### src/rtl/mult_unit.sv
// Iterative radix-2^RADIX_BITS multiplier for the RV32M MUL/MULH/MULHSU/MULHU group.
// Multiplies operand magnitudes over N cycles, then applies the sign and selects a half.
module mult_unit #(
  parameter int unsigned WIDTH      = 32,
  parameter int unsigned RADIX_BITS = 2
) (
  input  logic             clk,
  input  logic             rst,
  input  logic             start,
  input  logic             flush,
  input  logic [WIDTH-1:0] a,
  input  logic [WIDTH-1:0] b,
  input  logic             signed_a,
  input  logic             signed_b,
  input  logic             half,
  output logic             busy,
  output logic             done,
  output logic [WIDTH-1:0] result
);

  localparam int unsigned N    = WIDTH / RADIX_BITS;
  localparam int unsigned CntW = (N > 1) ? $clog2(N) : 1;
  localparam logic [CntW-1:0] LastCnt = CntW'(N - 1);

  typedef enum logic [1:0] {StIdle, StCalc, StSign} state_e;

  state_e                  state_q;
  logic [WIDTH-1:0]        mcand_q;
  logic [WIDTH-1:0]        mplier_q;
  logic [2*WIDTH-1:0]      acc_q;
  logic [CntW-1:0]         cnt_q;
  logic                    neg_q;
  logic                    half_q;

  logic [WIDTH-1:0]            a_mag;
  logic [WIDTH-1:0]            b_mag;
  logic                        neg_in;
  logic [WIDTH+RADIX_BITS-1:0] partial;
  logic [2*WIDTH-1:0]          addend;
  logic [2*WIDTH-1:0]          product;

  always_comb begin
    // |0x80000000| negates to itself, which is the correct unsigned magnitude.
    a_mag   = (signed_a && a[WIDTH-1]) ? -a : a;
    b_mag   = (signed_b && b[WIDTH-1]) ? -b : b;
    neg_in  = (signed_a & a[WIDTH-1]) ^ (signed_b & b[WIDTH-1]);
    partial = {{RADIX_BITS{1'b0}}, mcand_q} * {{WIDTH{1'b0}}, mplier_q[RADIX_BITS-1:0]};
    addend  = {{(WIDTH-RADIX_BITS){1'b0}}, partial} << (cnt_q * RADIX_BITS);
    product = neg_q ? -acc_q : acc_q;
  end

  always_ff @(posedge clk) begin
    if (rst) begin
      state_q  <= StIdle;
      mcand_q  <= '0;
      mplier_q <= '0;
      acc_q    <= '0;
      cnt_q    <= '0;
      neg_q    <= 1'b0;
      half_q   <= 1'b0;
      busy     <= 1'b0;
      done     <= 1'b0;
      result   <= '0;
    end else begin
      done <= 1'b0;
      if (flush) begin
        // Squash without touching result; flush also beats a same-cycle start.
        state_q <= StIdle;
        busy    <= 1'b0;
      end else begin
        case (state_q)
          StIdle: begin
            if (start) begin
              mcand_q  <= a_mag;
              mplier_q <= b_mag;
              neg_q    <= neg_in;
              half_q   <= half;
              acc_q    <= '0;
              cnt_q    <= '0;
              busy     <= 1'b1;
              state_q  <= StCalc;
            end
          end
          StCalc: begin
            acc_q    <= acc_q + addend;
            mplier_q <= mplier_q >> RADIX_BITS;
            cnt_q    <= cnt_q + CntW'(1);
            if (cnt_q == LastCnt) begin
              state_q <= StSign;
            end
          end
          StSign: begin
            result  <= half_q ? product[2*WIDTH-1:WIDTH] : product[WIDTH-1:0];
            done    <= 1'b1;
            busy    <= 1'b0;
            state_q <= StIdle;
          end
          default: begin
            busy    <= 1'b0;
            state_q <= StIdle;
          end
        endcase
      end
    end
  end

endmodule

### config.mk
export PLATFORM = sky130hd
export DESIGN_NAME = mult_unit
export DESIGN_NICKNAME = d
export VERILOG_FILES = /design/src/rtl/mult_unit.sv
export SDC_FILE = /design/constraint.sdc
export NUM_CORES = 1
export LEC_CHECK = 0
export CAP_MARGIN = 20
export CORE_ASPECT_RATIO = 1.1
export CORE_MARGIN = 4
export CORE_UTILIZATION = 60
export DETAILED_ROUTE_END_ITERATION = 8
export GPL_ROUTABILITY_DRIVEN = 0
export PLACE_DENSITY_LB_ADDON = 0.1
export SLEW_MARGIN = 10
export SYNTH_ARGS = -nofsm -noshare
export SYNTH_HDL_FRONTEND = slang
export SYNTH_SLANG_ARGS = --single-unit
### constraint.sdc
create_clock -name clk -period 9.6 [get_ports clk]
set_clock_uncertainty 0.15 [all_clocks]
set_input_delay 1.44 -clock clk [delete_from_list [all_inputs] [get_ports clk]]
set_output_delay 1.44 -clock clk [all_outputs]
set_load 0.01 [all_outputs]
* Word-level counts from Yosys, hierarchy flattened
Cells that the tools add are included.
** Word-level totals
- Bits in registers :: 170
- Logic and storage cells :: 53
** Cells by class
- $add $sub $neg :: 5
- Multiply operators :: 1
- Equal/unequal tests :: 5
- Shift-type cells :: 1
- Mux-type cells :: 16
- Bitwise logic cells :: 5
- Reduce and logical (&&, ||, !) cells :: 10
** Operators with widths (number)
- 32-bit two-way mux :: 4
- 64-bit two-way mux :: 2
- 64-bit one-hot mux with 2 select lines :: 1
- 64-bit adder :: 1
- 32-bit negator :: 2
- 64-bit negator :: 1
- 32-bit one-hot mux with 2 select lines :: 1
- 34-bit by 5-bit left shift with 64-bit output :: 1
- 32-bit by 2-bit multiplier with 34-bit output :: 1
- 4-bit one-hot mux with 2 select lines :: 1
- 2-bit AND reduction :: 3
- 3-bit AND reduction :: 2
- 4-bit by 1-bit adder with 4-bit output, second input constant :: 1
- 4-bit == test, second input constant :: 1
- 2-bit two-way mux :: 2
- 4-bit two-way mux :: 1
- 2-bit != test, second input constant :: 2
- 2-bit one-hot mux with 2 select lines :: 1
- 1-bit AND :: 2
- 2-bit by 1-bit == test with 1-bit output, second input constant :: 1
- 2-bit == test, second input constant :: 1
- 1-bit logical AND :: 2
- 2-bit logical NOT :: 1
- 1-bit two-way mux :: 2
- other kinds (5) :: 6

* Longest topological paths before layout
Gate-level depths: netlist of run 1.
- Depth in word-level cells :: 4
- Gate-level depth with buffers :: 28

* Worst setup path after synthesis of run 1
OpenSTA, ideal clock, no wires.
- Path kind :: register -> register
- From :: register mplier_q[0]
- To :: register acc_q[63]
- Setup time :: 119 ps
- Arrival :: 6174 ps
- Slack :: 3157 ps
- Stages on the path, launching flop included :: 27
- Period minus slack after synthesis :: 6443 ps
- Path through :: dfxtp_1 > clkbuf_1 > nand2_1 > fa_1 > nor2b_1 > o21a_1 > o211ai_1 > a211oi_1 > a21o_1 > a31oi_1 > o21bai_1 > mux2_2 > o22ai_1 > mux2_2 > o22ai_1 > ha_1 > clkbuf_1 > nand4_1 > or4_1 > a2111oi_0 > nor3_1 > o41ai_1 > a41o_1 > o221ai_1 > xor2_1 > nor3_1 > o21bai_1
** On the way
- Word-level cells in the longest chain between the ends :: 4
** Ends and longest elaborated chain
- from (decl) :: RTL line 29 : logic [WIDTH-1:0] mplier_q;
- from (signal assigned) :: RTL line 75 : mplier_q <= b_mag;
- from (signal assigned) :: RTL line 86 : mplier_q <= mplier_q >> RADIX_BITS;
- 32-bit by 2-bit multiplier with 34-bit output :: RTL line 47 : partial = {{RADIX_BITS{1'b0}}, mcand_q} * {{WIDTH{1'b0}}, mplier_q[RADIX_BITS-1:0]};
- 34-bit by 5-bit left shift with 64-bit output :: RTL line 48 : addend = {{(WIDTH-RADIX_BITS){1'b0}}, partial} << (cnt_q * RADIX_BITS);
- 64-bit adder :: RTL line 85 : acc_q <= acc_q + addend;
- 64-bit one-hot mux with 2 select lines :: RTL line 71 : case (state_q)
- to (signal assigned) :: RTL line 85
- to (decl) :: RTL line 30 : logic [2*WIDTH-1:0] acc_q;
No other way between the ends.
A chain may end at the register's enable or synchronous reset.

* Final worst setup path of run 1
Same ends and word-level chain as after synthesis.

==> qor.yml, run 1 <==
outcome: "completed"
clkLatencyLatePin_ps: 460
detail_route.wl_per_cell_um: 18.9
synth_area_leaders: "dfxtp_1, ha_1, nor2_1"
syn_area_um2: 16600
grt_pass1_wl_mm: 80.7
synthCells: 2307
synth_most_common_cell: "nor2_1"
drc: 0
ioPinCount: 105
end_kind: "flip-flop"
yosysWarningCount: 0
post_cts_buffers: 0
cts_num_sinks: 170
p_int_mw: 1.21
worstHoldPathType: "flip-flop to flip-flop"
crit_arrival_ps: 8280
synth_edf_count: 0
p_leak_nw: 7.46
rsz0062_at_grt: "false"
drt-total-wl_mm: 50.4
max_freq_mhz: 124
synth_common_cells: "nor2_1, a21oi_1, nand2_1, dfxtp_1, o21ai_0"
timing.setup.tns_ps: 0
cts_resized: 0
synth_top_flop_cell: "dfxtp_1"
cts_made_buffers: 17
avgSynthCellArea_um2: 7.20
vias: 17300
ctsHoldBuffers: 0
cts_buffer_depth: 2
portBuffers: 104
fill_cells: 2467
antenna_found_initial: 0
ant_nets: 0
rows: 63
dieArea_um2: 30400
drive_above_1_share_pct: 4.20
power.total_mw: 1.75
grt_start_max_net_pins: 105
grt_usage_pct: 31.7
startpoint_type: "flip-flop"
ys_seq_area_share_pct: 20.5
die_w_um: 167
post-route-cell-area_um2: 18300
drv_slew: 0
clk_pin_slew_ps: 80
hold_slack_ps: 308
synth_top_area_share_pct: 20.5
antennaDiodeCount: 0
cts_root_buffer: "clkbuf_16"
vdd_ir_drop_max_mv: 0.0864
cts_tree: "yes"
combPwrFrac_pct: 16.3
finalHoldViolations: 0
first_pass_iters: 5
worst-path-max-fanout: 35
sw_frac_of_total_pct: 30.8
tightest_slew_ps: 1110
power_frac_clock_pct: 41.3
finalCriticalPeriod_ps: 8090
criticalPathCategory: "flip-flop to flip-flop"
syn_nets: 2485
pwr-share-seq_pct: 42.3
grt_overflow: 0
die_y_um: 182
yosys.area.top_type: "dfxtp_1"
power_switching_uw: 540
power_density_nw_per_um2: 95.9
grt_pass1_vias: 16100
core_um2: 27100
hpwl_mm: 38.5
drt_iter0_drc: 1799
place_area_um2: 17600
ys_ff_latch: 170
slew_headroom_pct: 26.2
h-tree-depth: 4
ys_types: 80
area_delta_synth_final_pct: 10.0
synthArstFlopShare_pct: 0
nets: 2477
initial_core_util_pct: 61.2
viasPerCell: 6.50
setup_violations: 0
worstPathRequired_ps: 9790
cap_violations: 0
finalCritPeriodShare_pct: 84.3
==> per-stage QoR <==
| stage | utilization, % | setup slack [ps] | instances |
|---|---|---|---|
| after floorplan | - | 3160 | 2307 |
| after global placement | 65.1 | 2090 | 2636 |
| after detailed placement | 65.1 | 1820 | 2636 |
| after CTS | 67.3 | 1690 | 2668 |
| after global routing | 67.4 | 832 | 2669 |
| final | 67.4 | 1510 | 2669 |
==> kinds of logic (layout without fill, tap and decap cells) <==
| group | Yosys count | after routing | synth area share (%) |
|---|---|---|---|
| compound gates | 758 | 758 | 29.5 |
| buf+inv | 202 | 207 | 4.76 |
| simple gates | 834 | 834 | 23.9 |
| fa+ha+maj | 107 | 107 | 8.15 |
| mux | 59 | 59 | 3.94 |
| flops | 170 | 170 | 20.5 |
| xor+xnor | 177 | 177 | 9.34 |
==> critical path: stages, from the launching register on <==
cell and delay [ps]:
dfxtp_1 880, and2_1 240, ha_1 170, inv_1 50
fa_1 390, nor2b_1 120, o21a_1 140, o211ai_1 140
a211oi_1 610, a21o_1 260, a31oi_1 210, o21ai_0 510
nor3_1 110, a221oi_1 360, mux2_2 250, mux2i_1 80
ha_1 420, nand4_1 210, or4_1 550, a2111oi_0 440
nor3_1 180, o41ai_1 580, a41o_1 280, o221ai_1 140
xor2_1 210, nor3_1 60, o21bai_1 190
==> sequential cells by signal, summed over array words and instances (netlist names) <==
register  flops
busy          1
mcand_q      32
neg_q         1
half_q        1
mplier_q     32
acc_q        64
done          1
state_q       2
result       32
cnt_q         4
==> routing by layer <==
layer	GRT usage, %	vias up	wire (µm)
met5	0	-	0
met4	18.0	0	3150
met2	53.7	778	23400
met1	38.7	7961	20400
met3	4.57	186	3440
li1	-	8423	-
==> placed cells by master, fill, tap and decap left out, types with 31 or more instances in the layout <==
cell / count
a211oi_1: 82
a21o_1: 58
a21oi_1: 214
a22oi_1: 39
and2_1: 79
clkdlybuf4s50_1: 103
dfxtp_1: 168
ha_1: 105
inv_1: 53
mux2i_1: 44
nand2_1: 183
nand3_1: 57
nor2_1: 292
nor3_1: 53
o21ai_0: 147
o31ai_1: 31
xnor2_1: 89
xor2_1: 88
==> power groups by stage <==
stage	clock network, mW	registers (mW)	logic [mW]
2_1_floorplan	0	0.750	0.197
3_3_place_gp	0	0.757	0.274
3_5_place_dp	0	0.758	0.279
4_1_cts	0.728	0.742	0.281
5_1_grt	0.762	0.744	0.313
6_report	0.724	0.741	0.286
==> final timing paths <==
kind	from	end	slack [ps]	cells past startpoint
max	mplier_q[0]	acc_q[63]	1510	26
min	result[4]	result[4]	310	2
min reg2reg	result[4]	result[4]	310	2
max reg2reg	mplier_q[0]	acc_q[63]	1510	26
==> layout make-up <==
class,count,area [µm²],share of cell area [%]
Clock inverter,15,183,1.00
Tap cell,357,447,2.45
Timing Repair Buffer,121,1170,6.38
Multi-Input combinational cell,1935,12400,68.1
Sequential cell,170,3410,18.6
Clock buffer,17,425,2.33
Inverter,54,203,1.11
Power figures use the tool's default switching activity.
==> run 2, diff against run 1 <==
--- a/config.mk
+++ b/config.mk
@@ -8,7 +8,7 @@
 export CAP_MARGIN = 20
 export CORE_ASPECT_RATIO = 1.1
 export CORE_MARGIN = 4
-export CORE_UTILIZATION = 60
+export CORE_UTILIZATION = 56
 export DETAILED_ROUTE_END_ITERATION = 8
 export GPL_ROUTABILITY_DRIVEN = 0
 export PLACE_DENSITY_LB_ADDON = 0.1
==> constraint.sdc (replaced) <==
create_clock -name clk -period 6.72 [get_ports clk]
set_clock_uncertainty 0.15 [all_clocks]
set_input_delay 1.008 -clock clk [delete_from_list [all_inputs] [get_ports clk]]
set_output_delay 1.008 -clock clk [all_outputs]
set_load 0.01 [all_outputs]
==> run 2 against run 1 <==
Compared with the run above: final cell count is 3.9% higher; power up 40%; first-iteration DRC count down 15%; critical path type unchanged; via count increased by 1.5%; global-route usage shrank 0.72 points; maximum frequency up 26%; clock power is 33% higher; hold slack lost 3.7 ps; sequential cell count unchanged; count of clock-buffer cells in the layout grew 2; design area is 4.6% higher.
==> qor.yml, run 2 (synthesis gave the netlist of run 1 again) <==
power.total_mw: 2.45
hp-start: "result[6]"
slew_headroom_pct: 30.8
hold_slack_ps: 305
drive_above_1_share_pct: 9.07
detail_route.wl_per_cell_um: 18.6
cts_made_buffers: 17
post-route-cell-area_um2: 19100
first_pass_iters: 7
startpoint_type: "flip-flop"
hold_depth: 2
drt-total-wl_mm: 51.7
cts_root_buffer: "clkbuf_16"
power_density_nw_per_um2: 128
r2r-start: "mplier_q[1]"
cp_slowest_cell: "or4_4"
reg2reg_depth: 30
die_y_um: 189
dieArea_um2: 32500
hold_end: "result[6]"
critPathMostFrequentCell: "buf_4"
tightest_slew_ps: 1030
grt_start_max_net_pins: 93
cts_buffer_depth: 2
grt_pass1_vias: 16300
worstPathRequired_ps: 6960
worstHoldPathType: "flip-flop to flip-flop"
cap_violations: 0
outcome: "completed"
area_delta_synth_final_pct: 15.1
worst-path-max-fanout: 5
largest_reg_flops: 64
drv_slew: 0
r2r-end: "acc_q[63]"
slowest_delay_ps: 560
hpwl_mm: 40.0
finalCritPeriodShare_pct: 95.7
criticalPathCategory: "flip-flop to flip-flop"
place_area_um2: 18300
cts_num_sinks: 170
final_cell_mix: "nor2_1, a21oi_1, nand2_1"
clk_pin_slew_ps: 70
ioPinCount: 105
ctsHoldBuffers: 0
portBuffers: 104
antennaDiodeCount: 0
vias: 17600
vdd_ir_drop_max_mv: 0.168
mostFrequentLayoutCell: "nor2_1"
ant_nets: 0
initial_core_util_pct: 57.3
crit_arrival_ps: 6670
grt_pass1_wl_mm: 82.7
nets: 2569
r2r_slack_ps: 290
drt_iter0_drc: 1531
setup_violations: 0
max_freq_mhz: 156
p_leak_nw: 7.91
cts_tree: "yes"
end_kind: "flip-flop"
h-tree-depth: 4
rows: 65
finalHoldViolations: 0
core_um2: 29000
grt_overflow: 0
antenna_found_initial: 1
finalCriticalPeriod_ps: 6430
viasPerCell: 6.35
grt_usage_pct: 31.0
die_w_um: 172
drc: 0
clkLatencyLatePin_ps: 460
largest-register: "acc_q"
-- run 2: cell types whose count changed in the layout (fill, tap and decap cells not counted), sizes merged --
| cell | before | now |
|---|---|---|
| buf | 18 | 110 |
| bufinv | 1 | 0 |
| clkbuf | 17 | 19 |
| clkinv | 8 | 6 |
| clkinvlp | 1 | 3 |
| inv | 59 | 58 |
-- run 2: worst max path at each step --
stage | startpoint | to | cells past startpoint
5_1_grt | mplier_q[0] | acc_q[63] | 30
3_5_place_dp | mplier_q[1] | acc_q[63] | 25
3_3_place_gp | mplier_q[1] | acc_q[63] | 25
6_report | mplier_q[1] | acc_q[63] | 30
4_1_cts | mplier_q[1] | acc_q[63] | 29
2_1_floorplan | mplier_q[0] | acc_q[63] | 26
-- run 2: repair_timing --
item                                    CTS  global route
setup buffers                             0             1
gates resized for setup                   8            42
pin swaps                                 2            10
endpoints found under the setup margin    5            10
-- run 2: final cells by class --
cell class | count | area (µm²)
Sequential cell | 170 | 3410
Inverter | 54 | 203
Multi-Input combinational cell | 1935 | 12600
Tap cell | 368 | 460
Fill cell | 2572 | 9850
Timing Repair Buffer | 213 | 1860
Clock inverter | 13 | 113
Clock buffer | 19 | 443
-- run 2: routing by layer --
metal,track usage (%),wire (µm),vias to the layer above
li1,-,-,8597
met2,50.4,23600,758
met3,4.51,3310,223
met4,19.6,3830,2
met1,38.1,20900,8028
met5,0,11,-
-- run 2: power by group --
part	total, mW	leakage (nW)	switching [mW]	internal [mW]
Combinational	0.427	6.27	0.250	0.177
Sequential	1.06	1.38	0.0201	1.04
Clock	0.965	0.265	0.474	0.492
Total	2.45	7.91	0.744	1.70
-- run 2: stage by stage --
step                cells  utilization [%]  setup TNS, ps  setup WS (ps)
detailed placement   2738             63.3          -1020           -425
CTS                  2770             65.4              0           46.2
floorplan            2307                -              0            277
finish               2772             66.0              0            290
global placement     2738             63.3           -436           -271
global route         2772             66.0          -56.8          -53.0
-- run 2: worst max-delay path: cells and delay by family, from the launching register on --
family / cells / cell delay (ps)
DFF: 1 / 370
buffers and inverters: 5 / 720
xor gates and xnor gates: 2 / 460
and+or+nand+nor: 6 / 1300
adders and majority gates: 3 / 870
muxes: 2 / 220
AOI/OAI and AO/OA: 12 / 2250
==> run 3, diff against run 2 <==
--- a/config.mk
+++ b/config.mk
@@ -7,7 +7,7 @@
 export LEC_CHECK = 0
 export CAP_MARGIN = 20
 export CORE_ASPECT_RATIO = 1.1
-export CORE_MARGIN = 4
+export CORE_MARGIN = 8
 export CORE_UTILIZATION = 56
 export DETAILED_ROUTE_END_ITERATION = 8
 export GPL_ROUTABILITY_DRIVEN = 0
==> run 3 against run 2 <==
Compared with the run above: die area grew 9.1%; via count shrank 0.16%; core utilization shrank 0.90 points; design area grew 0.15%; final cell count shrank 0.14%; sequential share of layout area is essentially flat; critical path depth is the same; first-iteration DRC count is essentially flat; setup slack gained 0.60 ps.
==> qor.yml, run 3 (synthesis gave the netlist of run 1 again) <==
hpwl_mm: 40.3
fill_cells: 2635
grt_usage_pct: 28.3
end_kind: "flip-flop"
finalCriticalPeriod_ps: 6430
worst-path-max-fanout: 9
slowest_delay_ps: 550
portBuffers: 104
crit_arrival_ps: 6610
p_leak_nw: 7.91
clk_pin_slew_ps: 70
grt_overflow: 0
cts_buffer_depth: 2
initial_core_util_pct: 56.5
largest_reg_flops: 64
die_y_um: 197
grt_pass1_vias: 16400
hold_slack_ps: 304
largest-register: "acc_q"
finalCritPeriodShare_pct: 95.7
dieArea_um2: 35400
setup_violations: 0
drive_above_1_share_pct: 8.90
antennaDiodeCount: 0
core_um2: 29400
tightest_slew_ps: 1110
worstHoldPathType: "flip-flop to flip-flop"
grt_start_max_net_pins: 79
ant_nets: 0
worstPathRequired_ps: 6900
antenna_found_initial: 0
cap_violations: 0
mostFrequentLayoutCell: "nor2_1"
clkLatencyLatePin_ps: 450
startpoint_type: "flip-flop"
cts_made_buffers: 17
drt-total-wl_mm: 52.6
rows: 66
regArea_um2: 3410
detail_route.wl_per_cell_um: 19.0
hold_depth: 2
vias: 17600
drc: 0
cts_tree: "yes"
reg2reg_depth: 30
die_w_um: 180
nets: 2560
place_inst: 2732
max_freq_mhz: 156
cp_slowest_cell: "ha_1"
cts_root_buffer: "clkbuf_16"
timing.setup.tns_ps: 0
drv_slew: 0
vdd_ir_drop_max_mv: 0.157
power_density_nw_per_um2: 131
area_delta_synth_final_pct: 15.2
drt_iter0_drc: 1530
multi_input_area_um2: 12700
final_cell_mix: "nor2_1, a21oi_1, nand2_1"
viasPerCell: 6.35
ctsHoldBuffers: 0
finalHoldViolations: 0
slew_headroom_pct: 25.7
grt_pass1_wl_mm: 83.5
first_pass_iters: 7
cts_num_sinks: 170
finalNonFillerCells: 2768
outcome: "completed"
criticalPathCategory: "flip-flop to flip-flop"
h-tree-depth: 4
ioPinCount: 105
## run 3: changes by cell type in the layout (fill, tap and decap cells not counted), sizes merged
cell / before / now
buf: 110 / 101
bufinv: 0 / 2
clkbuf: 19 / 20
clkinv: 6 / 1
clkinvlp: 3 / 4
## run 3: worst paths after layout
| path | from | slack, ps | endpoint |
|---|---|---|---|
| hold / removal | result[31] | 300 | result[31] |
| setup / recovery | mplier_q[1] | 290 | acc_q[63] |
| setup reg to reg | mplier_q[1] | 290 | acc_q[63] |
| hold reg to reg | result[31] | 300 | result[31] |
## run 3: routing by layer
metal	up-vias	GRT usage, %	share of wire, %
li1	8581	-	-
met3	169	4.62	6.5
met5	-	0	0
met2	725	48.0	47
met1	8104	33.8	41
met4	0	16.1	5.4
## run 3: critical path: cells and delay by family (launching register included)
family                   cells  cell delay, ps
AO/OA/AOI/OAI               17            3620
XOR/XNOR                     1             210
adder cells (fa/ha/maj)      3             960
buffers and inverters        5             750
flip-flops                   1             340
AND/OR/NAND/NOR              4             280
## run 3: cell type report
type | count | share of cell area, %
multi-input cells | 1935 | 66.3
inverters | 54 | 1.06
flip-flops and latches | 170 | 17.8
clock buffers | 20 | 2.28
well taps | 374 | 2.45
repair buffers | 204 | 9.41
clock inverters | 11 | 0.726
## run 3: what timing repair did
action | CTS | global route
setup buffers | 0 | 5
resized for setup | 5 | 55
pin swaps | 1 | 13
endpoints found under the setup margin | 2 | 16
cloned | 0 | 0
## run 3: metrics by stage
stage          util [%]  cell area (µm²)  total power, mW  setup WS (ps)
4_1_cts            64.2            18900             2.51           15.1
2_1_floorplan         -            16600             1.35            277
3_5_place_dp       62.1            18300             1.49           -201
6_report           65.1            19100             2.51            290
3_3_place_gp       62.1            18300             1.48           79.8
5_1_grt            65.1            19100             2.60          -19.0
## run 3: where the power goes
group	switching [mW]	leakage (nW)	internal, mW
clock	0.474	0.267	0.555
combinational	0.254	6.26	0.176
sequential	0.0190	1.38	1.04
